`src/rtl/mips_pkg.sv`:
```
// Shared MIPS pipeline types and default widths/limits.
package mips_pkg;

    localparam int unsigned DEF_DATA_W     = 32;
    localparam int unsigned DEF_REG_ADDR_W = 5;
    localparam int unsigned DEF_MAX_WAIT   = 15;
    localparam int unsigned WAIT_CNT_W     = 8;

    typedef enum logic {
        IDLE = 1'b0,
        WAIT = 1'b1
    } mem_state_t;

endpackage

```
`src/rtl/mem_wait_timer.sv`:
```
// Wait-state counter for the MEM stage; expire flags the last permitted wait cycle.
module mem_wait_timer
    import mips_pkg::*;
#(
    parameter int unsigned MAX_WAIT = DEF_MAX_WAIT
) (
    input  logic                  clk,
    input  logic                  reset,
    input  logic                  clear,
    input  logic                  inc,
    output logic [WAIT_CNT_W-1:0] count,
    output logic                  expire
);

    always_ff @(posedge clk) begin
        if (reset || clear) begin
            count <= '0;
        end else if (inc) begin
            count <= count + WAIT_CNT_W'(1);
        end
    end

    assign expire = (count == WAIT_CNT_W'(MAX_WAIT));

endmodule

```
`src/rtl/mem_stage.sv`:
```
// MEM stage with data-memory handshake, wait-state timeout and MEM/WB register.
// Optional: define MEM_ALIGN_CHECK_EN to squash word-misaligned accesses.
module mem_stage
    import mips_pkg::*;
#(
    parameter int unsigned DATA_W     = DEF_DATA_W,
    parameter int unsigned REG_ADDR_W = DEF_REG_ADDR_W,
    parameter int unsigned MAX_WAIT   = DEF_MAX_WAIT
) (
    input  logic                  clk,
    input  logic                  reset,
    input  logic                  RegWriteIn,
    input  logic                  MemReadIn,
    input  logic                  MemWriteIn,
    input  logic [DATA_W-1:0]     ALUResultIn,
    input  logic [DATA_W-1:0]     storeValIn,
    input  logic [REG_ADDR_W-1:0] regWriteAddressIn,
    output logic [DATA_W-1:0]     memAddr,
    output logic [DATA_W-1:0]     memWData,
    output logic                  memRead,
    output logic                  memWrite,
    input  logic [DATA_W-1:0]     memRData,
    input  logic                  memReady,
    output logic                  stall,
    output logic                  RegWrite,
    output logic [DATA_W-1:0]     writeData,
    output logic [REG_ADDR_W-1:0] regWriteAddress,
`ifdef MEM_ALIGN_CHECK_EN
    output logic                  misaligned,
`endif
    output logic                  memError
);

    mem_state_t            state;
    logic                  is_mem;
    logic                  is_load;
    logic                  is_store;
    logic                  mis;
    logic                  mem_active;
    logic                  mem_done;
    logic                  abort;
    logic                  timer_clear;
    logic                  timer_inc;
    logic                  expire;
    logic [WAIT_CNT_W-1:0] wait_cnt;

    mem_wait_timer #(
        .MAX_WAIT (MAX_WAIT)
    ) u_timer (
        .clk    (clk),
        .reset  (reset),
        .clear  (timer_clear),
        .inc    (timer_inc),
        .count  (wait_cnt),
        .expire (expire)
    );

    // Decode, memory port and handshake control; a write wins over a read.
    always_comb begin
        is_mem   = MemReadIn | MemWriteIn;
        is_store = MemWriteIn;
        is_load  = MemReadIn & ~MemWriteIn;
        mis      = 1'b0;
`ifdef MEM_ALIGN_CHECK_EN
        mis      = is_mem & (ALUResultIn[1:0] != 2'b00);
`endif
        mem_active = is_mem & ~mis;

        memAddr  = ALUResultIn;
        memWData = storeValIn;
        memRead  = ~reset & is_load & ~mis;
        memWrite = ~reset & is_store & ~mis;

        stall       = 1'b0;
        abort       = 1'b0;
        mem_done    = 1'b0;
        timer_clear = 1'b0;
        timer_inc   = 1'b0;

        if (!reset) begin
            case (state)
                IDLE: begin
                    if (mem_active) begin
                        if (memReady) begin
                            mem_done = 1'b1;
                        end else begin
                            stall     = 1'b1;
                            timer_inc = 1'b1;
                        end
                    end
                end
                WAIT: begin
                    if (memReady) begin
                        mem_done    = 1'b1;
                        timer_clear = 1'b1;
                    end else if (expire) begin
                        abort       = 1'b1;
                        timer_clear = 1'b1;
                    end else begin
                        stall     = 1'b1;
                        timer_inc = 1'b1;
                    end
                end
                default: ;
            endcase
        end
    end

    // FSM state plus MEM/WB pipeline register and sticky error flag.
    always_ff @(posedge clk) begin
        if (reset) begin
            state           <= IDLE;
            RegWrite        <= 1'b0;
            writeData       <= '0;
            regWriteAddress <= '0;
            memError        <= 1'b0;
`ifdef MEM_ALIGN_CHECK_EN
            misaligned      <= 1'b0;
`endif
        end else begin
            case (state)
                IDLE:    if (stall)  state <= WAIT;
                WAIT:    if (!stall) state <= IDLE;
                default: state <= IDLE;
            endcase

            if (stall) begin
                RegWrite <= 1'b0;
            end else if (abort || mis) begin
                RegWrite        <= 1'b0;
                writeData       <= '0;
                regWriteAddress <= regWriteAddressIn;
            end else begin
                RegWrite        <= RegWriteIn;
                writeData       <= (is_load && mem_done) ? memRData : ALUResultIn;
                regWriteAddress <= regWriteAddressIn;
            end

            if (abort) begin
                memError <= 1'b1;
            end
`ifdef MEM_ALIGN_CHECK_EN
            misaligned <= mis;
`endif
        end
    end

endmodule

```
`config.mk`:
```
export PLATFORM = sky130hd
export DESIGN_NAME = mem_stage
export DESIGN_NICKNAME = d
export VERILOG_FILES = /design/src/rtl/mips_pkg.sv /design/src/rtl/mem_wait_timer.sv /design/src/rtl/mem_stage.sv
export SDC_FILE = /design/constraint.sdc
export NUM_CORES = 1
export LEC_CHECK = 0
export CAP_MARGIN = 20
export CORE_MARGIN = 2
export CORE_UTILIZATION = 30
export CTS_CLUSTER_DIAMETER = 100
export DETAILED_ROUTE_END_ITERATION = 8
export PLACE_DENSITY = 0.75
export RECOVER_POWER = 25
export SLEW_MARGIN = 20
export SYNTH_ARGS = -nofsm -noshare
export SYNTH_HDL_FRONTEND = slang
export SYNTH_SLANG_ARGS = --single-unit
```
`constraint.sdc`:
```
create_clock -name clk -period 2.35 [get_ports clk]
set_input_delay 0.705 -clock clk [delete_from_list [all_inputs] [get_ports clk]]
set_output_delay 0.705 -clock clk [all_outputs]
set_load 0.01 [all_outputs]
```
==> impl_metrics.json <==
{
  "final_cell_area_um2": 4030,
  "via_per_inst": 4.80,
  "worstSkewPairLatency_ps": 290,
  "setup_tns_final_ps": 0,
  "grt_pass1_vias": 2310,
  "clk_transition_reported_paths_ps": 80,
  "holdCritStartpoint": "writeData[8]$_SDFFE_PP0N_",
  "dp_worst_setup_slack_ps": -752,
  "synth.lib_cells_used.distinct": 34,
  "grt_setup_unrepaired": "false",
  "yosys_warnings": 0,
  "cts_inserted_buffers": 5,
  "hold_end": "writeData[8]$_SDFFE_PP0N_",
  "syn-cell-area_um2": 2610,
  "synth_xor_area_frac": 0.00335,
  "global_route.overflow_total": 0,
  "finalCritPeriodShare": 0.968,
  "insertedDiodeCount": 0,
  "initial_utilization": 0.304,
  "routedLengthMet1_um": 2900,
  "cts-root-buf": "clkbuf_8",
  "finalCriticalPeriod_ps": 2280,
  "timing.reg2reg.setup_slack_ps": 100,
  "syn_nets": 369,
  "synth_seq_cells": 48,
  "critPathKind": "in -> out",
  "initial_drc_count": 90,
  "grt_max_degree": 32,
  "adder_and_majority_cell_fraction_of_the_synthesized_area": 0.00479,
  "layout-area-overhead-vs-synth_pct": 54.1,
  "antenna_found_initial": 0,
  "clock_skew_ps": 8.08,
  "total_power_uw": 1840,
  "routed-via-count": 2305,
  "die_height_um": 97.3,
  "wire_length_of_the_first_global_routing_pass_um": 11300,
  "cts_buffer_depth": 2,
  "mean_area_per_synthesized_cell_um2": 10.0,
  "critical_path_buffer_and_inverter_count": 2,
  "wirelength_um": 7130,
  "h-tree-depth": 2,
  "max_stage_delay_ps": 280,
  "gpl.final_weighted_congestion": 0.846,
  "hpwl_um": 5610,
  "core-area_um2": 8590,
  "crit_chain": "dlygate4sd2_1, nor3_2, a211o_1, nor2_4, buf_6",
  "power.switching_uw": 475,
  "ant_nets": 0,
  "reg_power_frac": 0.484,
  "grtUsageTotal": 0.144,
  "drt_drc_violations_left": 0,
  "worst_setup_path_end_kind": "output port",
  "max_cap_violations": 0,
  "switching_share": 0.258,
  "arrival_ps": 1570,
  "fp-row-count": 34,
  "post_dp_cell_area_um2": 3990,
  "hold_path_depth": 1,
  "final-setup-viol-count": 0,
  "largest_delay_contributor_family_on_the_critical_path": "buffers and inverters",
  "cpMaxStageDelayCell": "a211o_1",
  "hold_path_class": "reg -> reg",
  "final.fill_count": 840,
  "wl_met2_um": 3520,
  "slew_at_the_pin_with_the_worst_max_slew_slack_ps": 574,
  "synth_mux_area_frac": 0.146,
  "i_o_pins": 213,
  "finalNetCount": 480,
  "die_w_um": 97.3,
  "fmaxAchievable_mhz": 440,
  "status": "complete, no violations",
  "cts_tree": "built",
  "floorplan.die_area_um2": 9470,
  "worst-path-max-fanout": 2,
  "cts.sink_count": 48,
  "ff2ff_path_depth": 6,
  "hold_violations": 0,
  "required_ps": 1640,
  "r2r_start": "u_timer.count[1]$_SDFFE_PP0P_",
  "synthesis.instances": 261,
  "timing.final.ws_setup_ps": 74.9,
  "timing_max_transition_violations_final": 0,
  "share_of_the_synthesized_area_in_compound_gates_ao_oa_aoi_oai": 0.180,
  "dr.pass1.iters": 4,
  "avgRoutedWirePerCell_um": 14.8,
  "final_layout_size_suffix_gt1_frac": 0.140,
  "dominant_combinational_cell_family_by_area_after_synthesis": "buffers and inverters",
  "wl_met3_um": 666,
  "top_layer": "met4",
  "timing.rr.end": "u_timer.count[7]$_SDFFE_PP0P_",
  "p_int_uw": 1370,
  "power_leakage_uw": 0.00164,
  "yosysSeqAreaShare": 0.368,
  "vdd.ir_drop.worst_mv": 0.208,
  "synthSimpleGateAreaFrac": 0.0815,
  "pwr-share-clk": 0.251,
  "crit_path_start_kind": "input port",
  "power.combinational.fraction": 0.265,
  "max-slew-margin-rel": 0.617,
  "total_power_divided_by_cell_area_nw_per_um2": 457,
  "buffer_ports.inserted": 148
}
-- metrics by stage --
stage          hold WS, ps  instances   util
2_1_floorplan          443        261      -
3_3_place_gp           440        475  0.464
3_5_place_dp           443        475  0.464
4_1_cts                468        482  0.469
5_1_grt                487        480  0.468
6_report               465        480  0.468
-- kinds of logic after synthesis --
group,after synthesis
flops,48
buf+inv,82
xor+xnor,1
simple gates,33
fa+ha+maj,1
compound gates,58
mux,38
-- power groups by stage --
stage | Combinational, uW | Sequential (uW) | Clock (uW)
3_5_place_dp | 518 | 908 | 0
6_report | 488 | 891 | 462
2_1_floorplan | 234 | 931 | 0
4_1_cts | 498 | 890 | 498
3_3_place_gp | 510 | 907 | 0
5_1_grt | 523 | 899 | 531
-- state kept, by name, summed over array words and instances, names as in the netlist --
| signal | count |
|---|---|
| writeData | 32 |
| u_timer.count | 8 |
| regWriteAddress | 5 |
| RegWrite | 1 |
| memError | 1 |
| state | 1 |
-- layout make-up --
cell class | instances | area [um^2] | share of cell area
clock buffers | 6 | 72.6 | 0.0180
clock inverters | 1 | 5.00 | 0.00124
inverters | 2 | 7.51 | 0.00187
multi-input cells | 131 | 1130 | 0.281
flip-flops and latches | 48 | 963 | 0.239
well taps | 108 | 135 | 0.0336
repair buffers | 184 | 1710 | 0.425
-- worst max path at each step --
stage,slack (ps),end,from,depth (start not counted)
finish,70,stall,MemWriteIn,5
floorplan,130,stall,MemWriteIn,4
detailed placement,-750,stall,MemWriteIn,6
global route,3,stall,u_timer.count[0]$_SDFFE_PP0P_,5
global placement,-740,stall,MemReadIn,6
CTS,-120,stall,u_timer.count[0]$_SDFFE_PP0P_,7
-- layout by cell type (no fill, tap or decap), types with 4 or more instances in the layout --
master	instances
mux2i_1	38
a22o_1	5
dfxtp_1	46
clkdlybuf4s50_1	109
buf_4	32
o22ai_1	12
nand2_1	7
dlygate4sd2_1	38
o2bb2ai_1	20
nor2_1	4
clkbuf_8	5
nand3_1	5
o211a_1	12
-- routing by layer --
layer	track usage	up-vias
li1	-	1112
met1	0.167	1079
met2	0.256	106
met3	0.0511	8
met4	0.0299	0
met5	0	-
-- cell usage after synthesis --
library cell / instances / area (um^2)
buf_4: 66 / 495
dfxtp_1: 48 / 961
nand3_1: 5 / 25.0
a211oi_1: 1 / 7.51
nor4_1: 2 / 12.5
clkbuf_1: 6 / 22.5
a22o_1: 5 / 43.8
or4b_1: 2 / 20.0
nor3b_1: 1 / 7.51
nor2_2: 1 / 6.26
xnor2_1: 1 / 8.76
a21oi_1: 2 / 10.0
nor4b_1: 2 / 17.5
nor4bb_1: 1 / 10.0
ha_1: 1 / 12.5
o21ai_0: 3 / 15.0
a211o_1: 1 / 8.76
buf_2: 8 / 40.0
a21o_1: 1 / 7.51
inv_1: 2 / 7.51
and4b_4: 1 / 13.8
nand2b_1: 1 / 6.26
a21boi_0: 1 / 7.51
nand4_1: 1 / 6.26
o211a_1: 12 / 120
nor2b_1: 1 / 6.26
nor4_4: 1 / 21.3
nor2_1: 4 / 15.0
nand4b_1: 1 / 8.76
o2bb2ai_1: 20 / 175
o22ai_1: 12 / 75.1
nand2_1: 7 / 26.3
mux2i_1: 38 / 380
nor3_1: 2 / 10.0
-- timing repair --
action | CTS | global route
endpoints found under the setup margin | 35 | 1
setup buffers | 0 | 0
gates resized for setup | 46 | 5
endpoints found under the hold margin | 0 | 0
hold buffers | 0 | 0
pin swaps | 2 | 3
(Power assumes the default switching activity.)
